### config.mk
export PLATFORM = sky130hd
export DESIGN_NAME = load_store_unit_flat
export DESIGN_NICKNAME = d
export VERILOG_FILES = /design/src/rtl/load_store_unit_if.sv /design/src/rtl/load_store_unit.sv /design/src/flat_wrapper.sv
export SDC_FILE = /design/constraint.sdc
export NUM_CORES = 1
export LEC_CHECK = 0
export BUFFER_PORTS_ARGS = -buffer_cell sky130_fd_sc_hd__buf_4
export CORE_MARGIN = 3
export CORE_UTILIZATION = 40
export DETAILED_ROUTE_END_ITERATION = 16
export HOLD_SLACK_MARGIN = 0.1
export PLACE_DENSITY = 0.72
export SETUP_SLACK_MARGIN = 0.1
export SLEW_MARGIN = 25
export SYNTH_ARGS = -nofsm -noshare
export SYNTH_HDL_FRONTEND = slang
export SYNTH_SLANG_ARGS = --single-unit
### constraint.sdc
create_clock -name clock -period 2.7 [get_ports clock]
set_input_delay 0.54 -clock clock [delete_from_list [all_inputs] [get_ports clock]]
set_output_delay 0.54 -clock clock [all_outputs]
set_load 0.05 [all_outputs]
### src/rtl/load_store_unit_if.sv
// Core-side request/response handshake plus the DataMem word port of the load/store unit.
interface load_store_unit_if;
  logic        req_valid;
  logic        req_ready;
  logic        req_we;
  logic [2:0]  req_funct3;
  logic [31:0] req_addr;
  logic [31:0] req_wdata;
  logic        resp_valid;
  logic [31:0] resp_rdata;
  logic        resp_err;
  logic [31:0] mem_addr;
  logic [31:0] mem_wdata;
  logic        mem_rw;
  logic [31:0] mem_rdata;

  modport slave (
    input  req_valid, req_we, req_funct3, req_addr, req_wdata, mem_rdata,
    output req_ready, resp_valid, resp_rdata, resp_err, mem_addr, mem_wdata, mem_rw
  );

  modport master (
    output req_valid, req_we, req_funct3, req_addr, req_wdata, mem_rdata,
    input  req_ready, resp_valid, resp_rdata, resp_err, mem_addr, mem_wdata, mem_rw
  );
endinterface

### src/rtl/load_store_unit.sv
// RV32I load/store to DataMem word port: RMW for sub-word stores, load extension, GPIO decode, error flags.
// Latency GPIO/error 1, SW/loads 2, SB/SH 3 cycles; accepts only in IDLE, no response back-pressure.
module load_store_unit #(
  parameter int unsigned MEM_WORDS = 64,
  parameter logic [31:0] GPIO_ADDR = 32'h0000ABCD,
  parameter int unsigned GPIO_W    = 32
) (
  input  logic              clock,
  input  logic              reset_n,
  load_store_unit_if.slave  bus,
  output logic [GPIO_W-1:0] gpio_out
);

  localparam logic [1:0] IDLE = 2'd0;
  localparam logic [1:0] RD   = 2'd1;
  localparam logic [1:0] WR   = 2'd2;
  localparam logic [1:0] RESP = 2'd3;

  localparam logic [31:0] MEM_BYTES = 32'(MEM_WORDS * 4);

  logic [1:0]        state_q, state_d;
  logic              we_q, we_d;
  logic [2:0]        f3_q, f3_d;
  logic [31:0]       addr_q, addr_d;
  logic [31:0]       wdata_q, wdata_d;
  logic [31:0]       word_q, word_d;
  logic [31:0]       rdata_q, rdata_d;
  logic              err_q, err_d;
  logic [GPIO_W-1:0] gpio_q, gpio_d;

  logic        accept;
  logic        gpio_hit;
  logic        req_bad;
  logic [31:0] gpio_ext;
  logic [31:0] merged;

  function automatic logic [31:0] load_ext(input logic [2:0] f3, input logic [1:0] ofs,
                                           input logic [31:0] w);
    logic [7:0]  b;
    logic [15:0] h;
    case (ofs)
      2'd0:    b = w[7:0];
      2'd1:    b = w[15:8];
      2'd2:    b = w[23:16];
      default: b = w[31:24];
    endcase
    h = ofs[1] ? w[31:16] : w[15:0];
    case (f3)
      3'b000:  load_ext = {{24{b[7]}}, b};
      3'b100:  load_ext = {24'd0, b};
      3'b001:  load_ext = {{16{h[15]}}, h};
      3'b101:  load_ext = {16'd0, h};
      default: load_ext = w;
    endcase
  endfunction

  function automatic logic [31:0] store_merge(input logic [2:0] f3, input logic [1:0] ofs,
                                              input logic [31:0] old, input logic [31:0] wd);
    logic [31:0] m;
    m = old;
    if (f3[1:0] == 2'b00) begin
      case (ofs)
        2'd0:    m[7:0]   = wd[7:0];
        2'd1:    m[15:8]  = wd[7:0];
        2'd2:    m[23:16] = wd[7:0];
        default: m[31:24] = wd[7:0];
      endcase
    end else if (f3[1:0] == 2'b01) begin
      if (ofs[1]) m[31:16] = wd[15:0];
      else        m[15:0]  = wd[15:0];
    end else begin
      m = wd;
    end
    return m;
  endfunction

  always_comb begin
    gpio_ext = '0;
    gpio_ext[GPIO_W-1:0] = gpio_q;
  end

  assign accept   = (state_q == IDLE) && bus.req_valid;
  assign gpio_hit = (bus.req_addr == GPIO_ADDR);

  // Stores only exist in B/H/W widths; the unsigned encodings are load-only.
  always_comb begin
    logic illegal, misal;
    illegal = (bus.req_funct3 == 3'b011) || (bus.req_funct3[2:1] == 2'b11) ||
              (bus.req_we && bus.req_funct3[2]);
    misal   = ((bus.req_funct3[1:0] == 2'b01) && bus.req_addr[0]) ||
              ((bus.req_funct3[1:0] == 2'b10) && (bus.req_addr[1:0] != 2'b00));
    req_bad = illegal || misal || (bus.req_addr >= MEM_BYTES);
  end

  always_comb begin
    state_d = state_q;
    we_d    = we_q;
    f3_d    = f3_q;
    addr_d  = addr_q;
    wdata_d = wdata_q;
    word_d  = word_q;
    rdata_d = rdata_q;
    err_d   = err_q;
    gpio_d  = gpio_q;
    case (state_q)
      IDLE: begin
        if (accept) begin
          we_d    = bus.req_we;
          f3_d    = bus.req_funct3;
          addr_d  = bus.req_addr;
          wdata_d = bus.req_wdata;
          err_d   = 1'b0;
          rdata_d = '0;
          if (gpio_hit) begin
            if (bus.req_we) gpio_d  = bus.req_wdata[GPIO_W-1:0];
            else            rdata_d = gpio_ext;
            state_d = RESP;
          end else if (req_bad) begin
            err_d   = 1'b1;
            state_d = RESP;
          end else if (bus.req_we && (bus.req_funct3 == 3'b010)) begin
            state_d = WR;
          end else begin
            state_d = RD;
          end
        end
      end
      RD: begin
        word_d = bus.mem_rdata;
        if (we_q) begin
          state_d = WR;
        end else begin
          rdata_d = load_ext(f3_q, addr_q[1:0], bus.mem_rdata);
          state_d = RESP;
        end
      end
      WR:      state_d = RESP;
      default: state_d = IDLE;
    endcase
  end

  always_ff @(posedge clock or negedge reset_n) begin
    if (!reset_n) begin
      state_q <= IDLE;
      we_q    <= 1'b0;
      f3_q    <= '0;
      addr_q  <= '0;
      wdata_q <= '0;
      word_q  <= '0;
      rdata_q <= '0;
      err_q   <= 1'b0;
      gpio_q  <= '0;
    end else begin
      state_q <= state_d;
      we_q    <= we_d;
      f3_q    <= f3_d;
      addr_q  <= addr_d;
      wdata_q <= wdata_d;
      word_q  <= word_d;
      rdata_q <= rdata_d;
      err_q   <= err_d;
      gpio_q  <= gpio_d;
    end
  end

  // Outputs decode straight from state so reset kills mem_rw without waiting for an edge.
  assign merged         = store_merge(f3_q, addr_q[1:0], word_q, wdata_q);
  assign bus.req_ready  = (state_q == IDLE);
  assign bus.resp_valid = (state_q == RESP);
  assign bus.resp_err   = (state_q == RESP) && err_q;
  assign bus.resp_rdata = (state_q == RESP) ? rdata_q : 32'd0;
  assign bus.mem_rw     = (state_q == WR);
  assign bus.mem_addr   = ((state_q == RD) || (state_q == WR)) ? {addr_q[31:2], 2'b00} : 32'd0;
  assign bus.mem_wdata  = (state_q == WR) ? merged : 32'd0;
  assign gpio_out       = gpio_q;

endmodule

### src/flat_wrapper.sv
// flat-port wrapper written by rule: the top's interface ports become plain ports
module load_store_unit_flat 
#(
  parameter int unsigned MEM_WORDS = 64,
  parameter logic [31:0] GPIO_ADDR = 32'h0000ABCD,
  parameter int unsigned GPIO_W    = 32
)
  (clock, reset_n, gpio_out, bus_req_valid, bus_req_we, bus_req_funct3, bus_req_addr, bus_req_wdata, bus_mem_rdata, bus_req_ready, bus_resp_valid, bus_resp_rdata, bus_resp_err, bus_mem_addr, bus_mem_wdata, bus_mem_rw);
  load_store_unit_if bus_i ();
  input  logic clock;
  input  logic reset_n;
  output logic [GPIO_W-1:0] gpio_out;
  input wire logic [$bits(bus_i.req_valid)-1:0] bus_req_valid;
  input wire logic [$bits(bus_i.req_we)-1:0] bus_req_we;
  input wire logic [$bits(bus_i.req_funct3)-1:0] bus_req_funct3;
  input wire logic [$bits(bus_i.req_addr)-1:0] bus_req_addr;
  input wire logic [$bits(bus_i.req_wdata)-1:0] bus_req_wdata;
  input wire logic [$bits(bus_i.mem_rdata)-1:0] bus_mem_rdata;
  output wire logic [$bits(bus_i.req_ready)-1:0] bus_req_ready;
  output wire logic [$bits(bus_i.resp_valid)-1:0] bus_resp_valid;
  output wire logic [$bits(bus_i.resp_rdata)-1:0] bus_resp_rdata;
  output wire logic [$bits(bus_i.resp_err)-1:0] bus_resp_err;
  output wire logic [$bits(bus_i.mem_addr)-1:0] bus_mem_addr;
  output wire logic [$bits(bus_i.mem_wdata)-1:0] bus_mem_wdata;
  output wire logic [$bits(bus_i.mem_rw)-1:0] bus_mem_rw;
  assign bus_i.req_valid = bus_req_valid;
  assign bus_i.req_we = bus_req_we;
  assign bus_i.req_funct3 = bus_req_funct3;
  assign bus_i.req_addr = bus_req_addr;
  assign bus_i.req_wdata = bus_req_wdata;
  assign bus_i.mem_rdata = bus_mem_rdata;
  assign bus_req_ready = bus_i.req_ready;
  assign bus_resp_valid = bus_i.resp_valid;
  assign bus_resp_rdata = bus_i.resp_rdata;
  assign bus_resp_err = bus_i.resp_err;
  assign bus_mem_addr = bus_i.mem_addr;
  assign bus_mem_wdata = bus_i.mem_wdata;
  assign bus_mem_rw = bus_i.mem_rw;
  load_store_unit #(.MEM_WORDS(MEM_WORDS), .GPIO_ADDR(GPIO_ADDR), .GPIO_W(GPIO_W)) u_core (.clock(clock), .reset_n(reset_n), .bus(bus_i), .gpio_out(gpio_out));
endmodule
=== After elaboration in Yosys (flattened, before gate mapping) ===
Cells that the tools add are included.

* Order comparisons: 1
* Equality and inequality tests: 17
* Muxes and demuxes: 27
* Reduce and logical (&&, ||, !) cells: 22

{| class="wikitable"
|+ Operators with widths
! cell !! number
|-
| 2-to-1 mux 32 bit || 9
|-
| case mux 32 bit (4 select lines) || 1
|-
| case mux 32 bit (2 select lines) || 1
|-
| 2-to-1 mux 16 bit || 3
|-
| == test 32 x 16 -> 1 bit, second input constant || 1
|-
| greater-or-equal comparator 32 x 9 -> 1 bit, second input constant || 1
|-
| 2-to-1 mux 8 bit || 4
|-
| case mux 8 bit (3 select lines) || 1
|-
| == test 2 bit, second input constant || 5
|-
| == test 2 x 1 -> 1 bit, second input constant || 4
|-
| 2-to-1 mux 2 bit || 4
|-
| == test 3 x 2 -> 1 bit, second input constant || 2
|-
| == test 3 bit, second input constant || 2
|-
| logical AND 1 bit || 6
|-
| zero test 2 bit || 3
|-
| logical OR 1 bit || 6
|-
| case mux 2 bit (3 select lines) || 1
|-
| AND reduction 4 bit || 1
|-
| nonzero test 2 bit || 2
|-
| == test 3 x 1 -> 1 bit, second input constant || 1
|-
| zero test 3 bit || 1
|-
| 2-to-1 mux 1 bit || 3
|-
| AND reduction 3 bit || 1
|-
| OR reduction 3 bit || 1
|-
| 3 further kinds || 3
|}

* Register bits: 167
* Input bits: 103
* Output and inout bits: 132
* Word-level logic and storage cells: 76

=== Depth between registers and ports, before layout ===
* Depth after elaboration: 9
* Mapped depth: 9
* Mapped depth without buffers: 7

=== Worst setup path before layout ===
No wires, ideal clock.

* Path kind: register -> output
* From: reg u_core.state_q[0]
* To: out bus_mem_wdata[2]
* Arrival time: 2.249 ns
* Path slack: -0.089 ns
* Cell stages (with the launch flop): 6
* Path buffers: 1
* Path through: dfrtp_1 inv_1 ha_1 clkbuf_1 o221ai_1 a21oi_1

* Word-level cells in the longest chain between the ends: 2

{| class="wikitable"
|+ RTL lines
! item !! RTL line !! RTL
|-
| start: declaration || load_store_unit.sv:21 || <nowiki>logic [1:0] state_q, state_d;</nowiki>
|-
| start signal: assignment || load_store_unit.sv:154 || <nowiki>state_q <= state_d;</nowiki>
|-
| == test 2 bit || -- ||
|-
| net bus_mem_rw || flat_wrapper.sv:25 || <nowiki>output wire logic [$bits(bus_i.mem_rw)-1:0] bus_mem_rw;</nowiki>
|-
| 2-to-1 mux 32 bit || load_store_unit.sv:174 || <nowiki>assign bus.mem_wdata = (state_q == WR) ? merged : 32'd0;</nowiki>
|-
| end: declaration || flat_wrapper.sv:24 || <nowiki>output wire logic [$bits(bus_i.mem_wdata)-1:0] bus_mem_wdata;</nowiki>
|}

The timed path passes the listed nets, and every way through them passes these cells.

=== Worst setup path after layout ===
* From: reg u_core.addr_q[0]
* To: out bus_mem_wdata[28]

* Word-level cells in the longest chain between the ends: 5
* Elaborated cells between the ends (all ways): 7
* Those cells by class: eq/ne: 2; mux: 3; reduce/logical: 2

{| class="wikitable"
|+ RTL lines
! item !! RTL line !! RTL
|-
| start: declaration || load_store_unit.sv:24 || <nowiki>logic [31:0] addr_q, addr_d;</nowiki>
|-
| start signal: assignment || load_store_unit.sv:157 || <nowiki>addr_q <= addr_d;</nowiki>
|-
| == test 2 x 1 -> 1 bit, or another cell as far along || load_store_unit.sv:62 || <nowiki>case (ofs)</nowiki>
|-
| OR reduction 3 bit (no source line) (*) || -- ||
|-
| 2-to-1 mux 8 bit (*) || load_store_unit.sv:62 ||
|-
| 2-to-1 mux 32 bit (*) || load_store_unit.sv:61 || <nowiki>if (f3[1:0] == 2'b00) begin</nowiki>
|-
| 2-to-1 mux 32 bit (*) || load_store_unit.sv:174 ||
|}

Mark *: on every way between the ends. The rest lies on a longest branch, timed or not.

==> impl_metrics.yaml <==
run_status:
  status: "complete, no violations"
setup_path:
  crit_top_cell: "buf_4"
  cp-startpoint: "u_core.addr_q[0]$_DFFE_PN0P_"
  r2r_start: "u_core.state_q[0]$_DFFE_PN0P_"
  slowest_delay_ps: 480
  end_kind: "output port"
  path_class: "reg2out"
  crit_chain: "nor2b_4 > buf_4 > a22o_1 > a221o_1 > o211a_1 > buf_4"
  critPathSlowestCell: "dfrtp_2"
  cp_max_fo: 7
  crit_arrival_ps: 2030
  start_kind: "flop"
  crit_required_ps: 2160
finish:
  final-instance-count-excl-fill: 1307
  drive_above_1_share_pct: 47.6
  syn_to_final_growth_pct: 36.2
  nFillCells: 1868
  antenna_cells: 0
  nets: 1126
  fin_util_pct: 55.6
clock_tree:
  htreeDepth: 4
  cts_root_buf: "clkbuf_16"
  worstSkewPairLatency_ps: 430
  numCtsBuffers: 17
  clock_path_buffers: 2
  clock_sinks: 167
  cts_tree: "yes"
  path_clk_slew_ps: 70
logic_synthesis:
  synth_area_leader_cell: "dfrtp_1"
  synth-edff-count: 0
  async_flop_share_pct: 100
  syn-cell-area_sq_um: 8610
  synthFlopType: "dfrtp_1"
  synth_cells: 779
  ys_warn_count: 0
  ys_types: 52
  yosysTopAreaCellShare_pct: 48.5
  ys_seq_area_share_pct: 48.5
  post_synth.cell_area_avg_sq_um: 11.1
  ys_seq_elements: 167
  synth.area.top_cells: "dfrtp_1 49%, mux2_2 17%, and2_1 5.2%, nand2_1 2.8%, a221o_1 2.7%"
timing:
  fin_setup_tns_ps: 0
  fin_crit_sh_pct: 95.4
  rsz0062_at_grt: "yes"
  holdWs_ps: 344
  fmax_mhz: 388
  finalHoldViolations: 0
  finalSetupViolCount: 0
  drv_slew: 0
  slew_headroom_pct: 34.3
  fin_crit_ps: 2570
  skew_ps: 8.26
  tightest_slew_ps: 961
hold_path:
  hp-start: "bus_req_wdata[31]"
  hp-class: "in2reg"
grt:
  grt_max_degree: 59
  gr-usage-met3_pct: 7.50
  grt_pass1_vias: 7492
  grt_util_met1_pct: 29.0
  antenna_found_initial: 0
  gr-usage-met2_pct: 38.0
  top_usage_layer: "met2"
  track_usage_pct: 23.2
  grt_pass1_wl_um: 42700
  grt_overflow_total: 0
floorplan:
  die-area_sq_um: 23300
  rows: 53
  coreArea_sq_um: 21100
  die_y_um: 153
  io_pins: 235
  die_x_um: 153
  start_util_pct: 40.8
detailed_routing:
  via_count: 7332
  wl_per_cell_um: 21.1
  drt_wl_total_um: 27600
  viasPerCell: 5.61
  ant_nets: 0
  detailedRoute.firstIterationViolations: 524
  drc_errors: 0
  firstDrtPassIters: 5
placement:
  io_buffers: 232
  dp_hpwl_um: 20200
  globalplace.congestion: 0.955
  dp.cells: 1264
power_and_ir_drop:
  peakVddDrop_mv: 0.978
  finalPower_uw: 16600
  powerDensity_nw_per_um2: 1420
  p_leak_uw: 0.00550
run:
  maxCapViolCount: 0
-- kinds of logic after synthesis --
| kind of cell | count (synthesis) | synth area share, % |
|---|---|---|
| adder cells (fa/ha/maj) | 4 | 0.581 |
| AO/OA/AOI/OAI | 161 | 14.1 |
| flip-flops | 167 | 48.5 |
| AND/OR/NAND/NOR | 224 | 13.8 |
| buffers and inverters | 71 | 3.46 |
| multiplexers | 151 | 19.5 |
| other | 1 | 0.0436 |
-- routing by layer --
metal  share of wire [%]  up-vias
li1                    -     3329
met1                  39     3603
met2                  48      344
met3                 9.4       56
met4                 3.0        0
met5                   0        -
-- what timing repair did --
action                     in CTS  in global routing
setup buffers                   4                  4
setup endpoints to repair      32                 31
resized for setup              17                 40
hold buffers                    1                  0
gates cloned                    0                  2
hold endpoints to repair        1                  0
pin swaps                       0                  5
-- flip-flops by register name, indices dropped and copies added, names as in the netlist --
register         cells
u_core.addr_q       32
u_core.err_q         1
u_core.f3_q          3
u_core.gpio_out     32
u_core.rdata_q      32
u_core.state_q       2
u_core.wdata_q      32
u_core.we_q          1
u_core.word_q       32
-- cell usage after synthesis, types with 16 or more instances --
cell and count:
mux2i_1 18, a22o_1 17, and2_1 72, o21ai_0 26, a221o_1 23, clkbuf_1 42, nor2_1 35, nand2_1 64
dfrtp_1 167, a221oi_1 16, mux2_2 131, a31oi_1 17
-- critical path, delay by kind of cell, from the launching register on --
family | cells | cell delay (ps)
and+or+nand+nor | 1 | 160
buffers and inverters | 2 | 340
DFF | 1 | 480
AOI/OAI and AO/OA | 3 | 630
-- stage by stage --
| step | setup slack [ps] | area [sq um] |
|---|---|---|
| final | 125 | 11700 |
| after CTS | 92.1 | 11500 |
| after global routing | 66.6 | 11700 |
| after detailed placement | 131 | 10800 |
| after global placement | 126 | 10800 |
| after floorplan | -49.1 | 8660 |
-- cells in the final DEF, fill, tap and decap left out, types with 8 or more instances in the layout --
master     synthesis  layout
nor2_1            35      34
o21ai_0           26      26
nor3_1            10      10
a31oi_1           17      17
a22o_1            17      17
o211a_1            8       8
buf_4              6     249
buf_6              1      18
mux2_2           131     131
nand2_1           64      61
clkbuf_16          0      17
inv_1             12      11
a221o_1           23      23
and2_1            72      72
a221oi_1          16       8
dfrtp_1          167     163
o22ai_1           13      13
nor2b_2            0       8
a221oi_2           0       8
mux2i_1           18      17
-- final timing paths --
check	slack, ps	to	cells past startpoint
max	130	bus_mem_wdata[28]	6
min	340	u_core.gpio_out[31]$_DFFE_PN0P_	2
max reg2reg	250	u_core.rdata_q[3]$_DFFE_PN0P_	7
min reg2reg	490	u_core.we_q$_DFFE_PN0P_	2
max in group asynchronous	1290	u_core.f3_q[1]$_DFFE_PN0P_	3
min in group asynchronous	690	u_core.rdata_q[9]$_DFFE_PN0P_	2
-- cell type report --
| class | count | area (sq um) | share of cell area (%) |
|---|---|---|---|
| clock buffer | 18 | 439 | 3.75 |
| clock inverter | 14 | 161 | 1.38 |
| inverter | 13 | 53.8 | 0.459 |
| multi-input combinational | 542 | 4310 | 36.8 |
| sequential | 167 | 4180 | 35.7 |
| tap | 275 | 344 | 2.93 |
| timing repair buffer | 278 | 2230 | 19.0 |
-- report_power, final --
part | total [uW] | internal [uW] | switching, uW
Clock | 2500 | 1410 | 1080
Combinational | 9790 | 3820 | 5980
Sequential | 4340 | 3510 | 832
Total | 16600 | 8740 | 7890
Power figures use the tool's default switching activity.
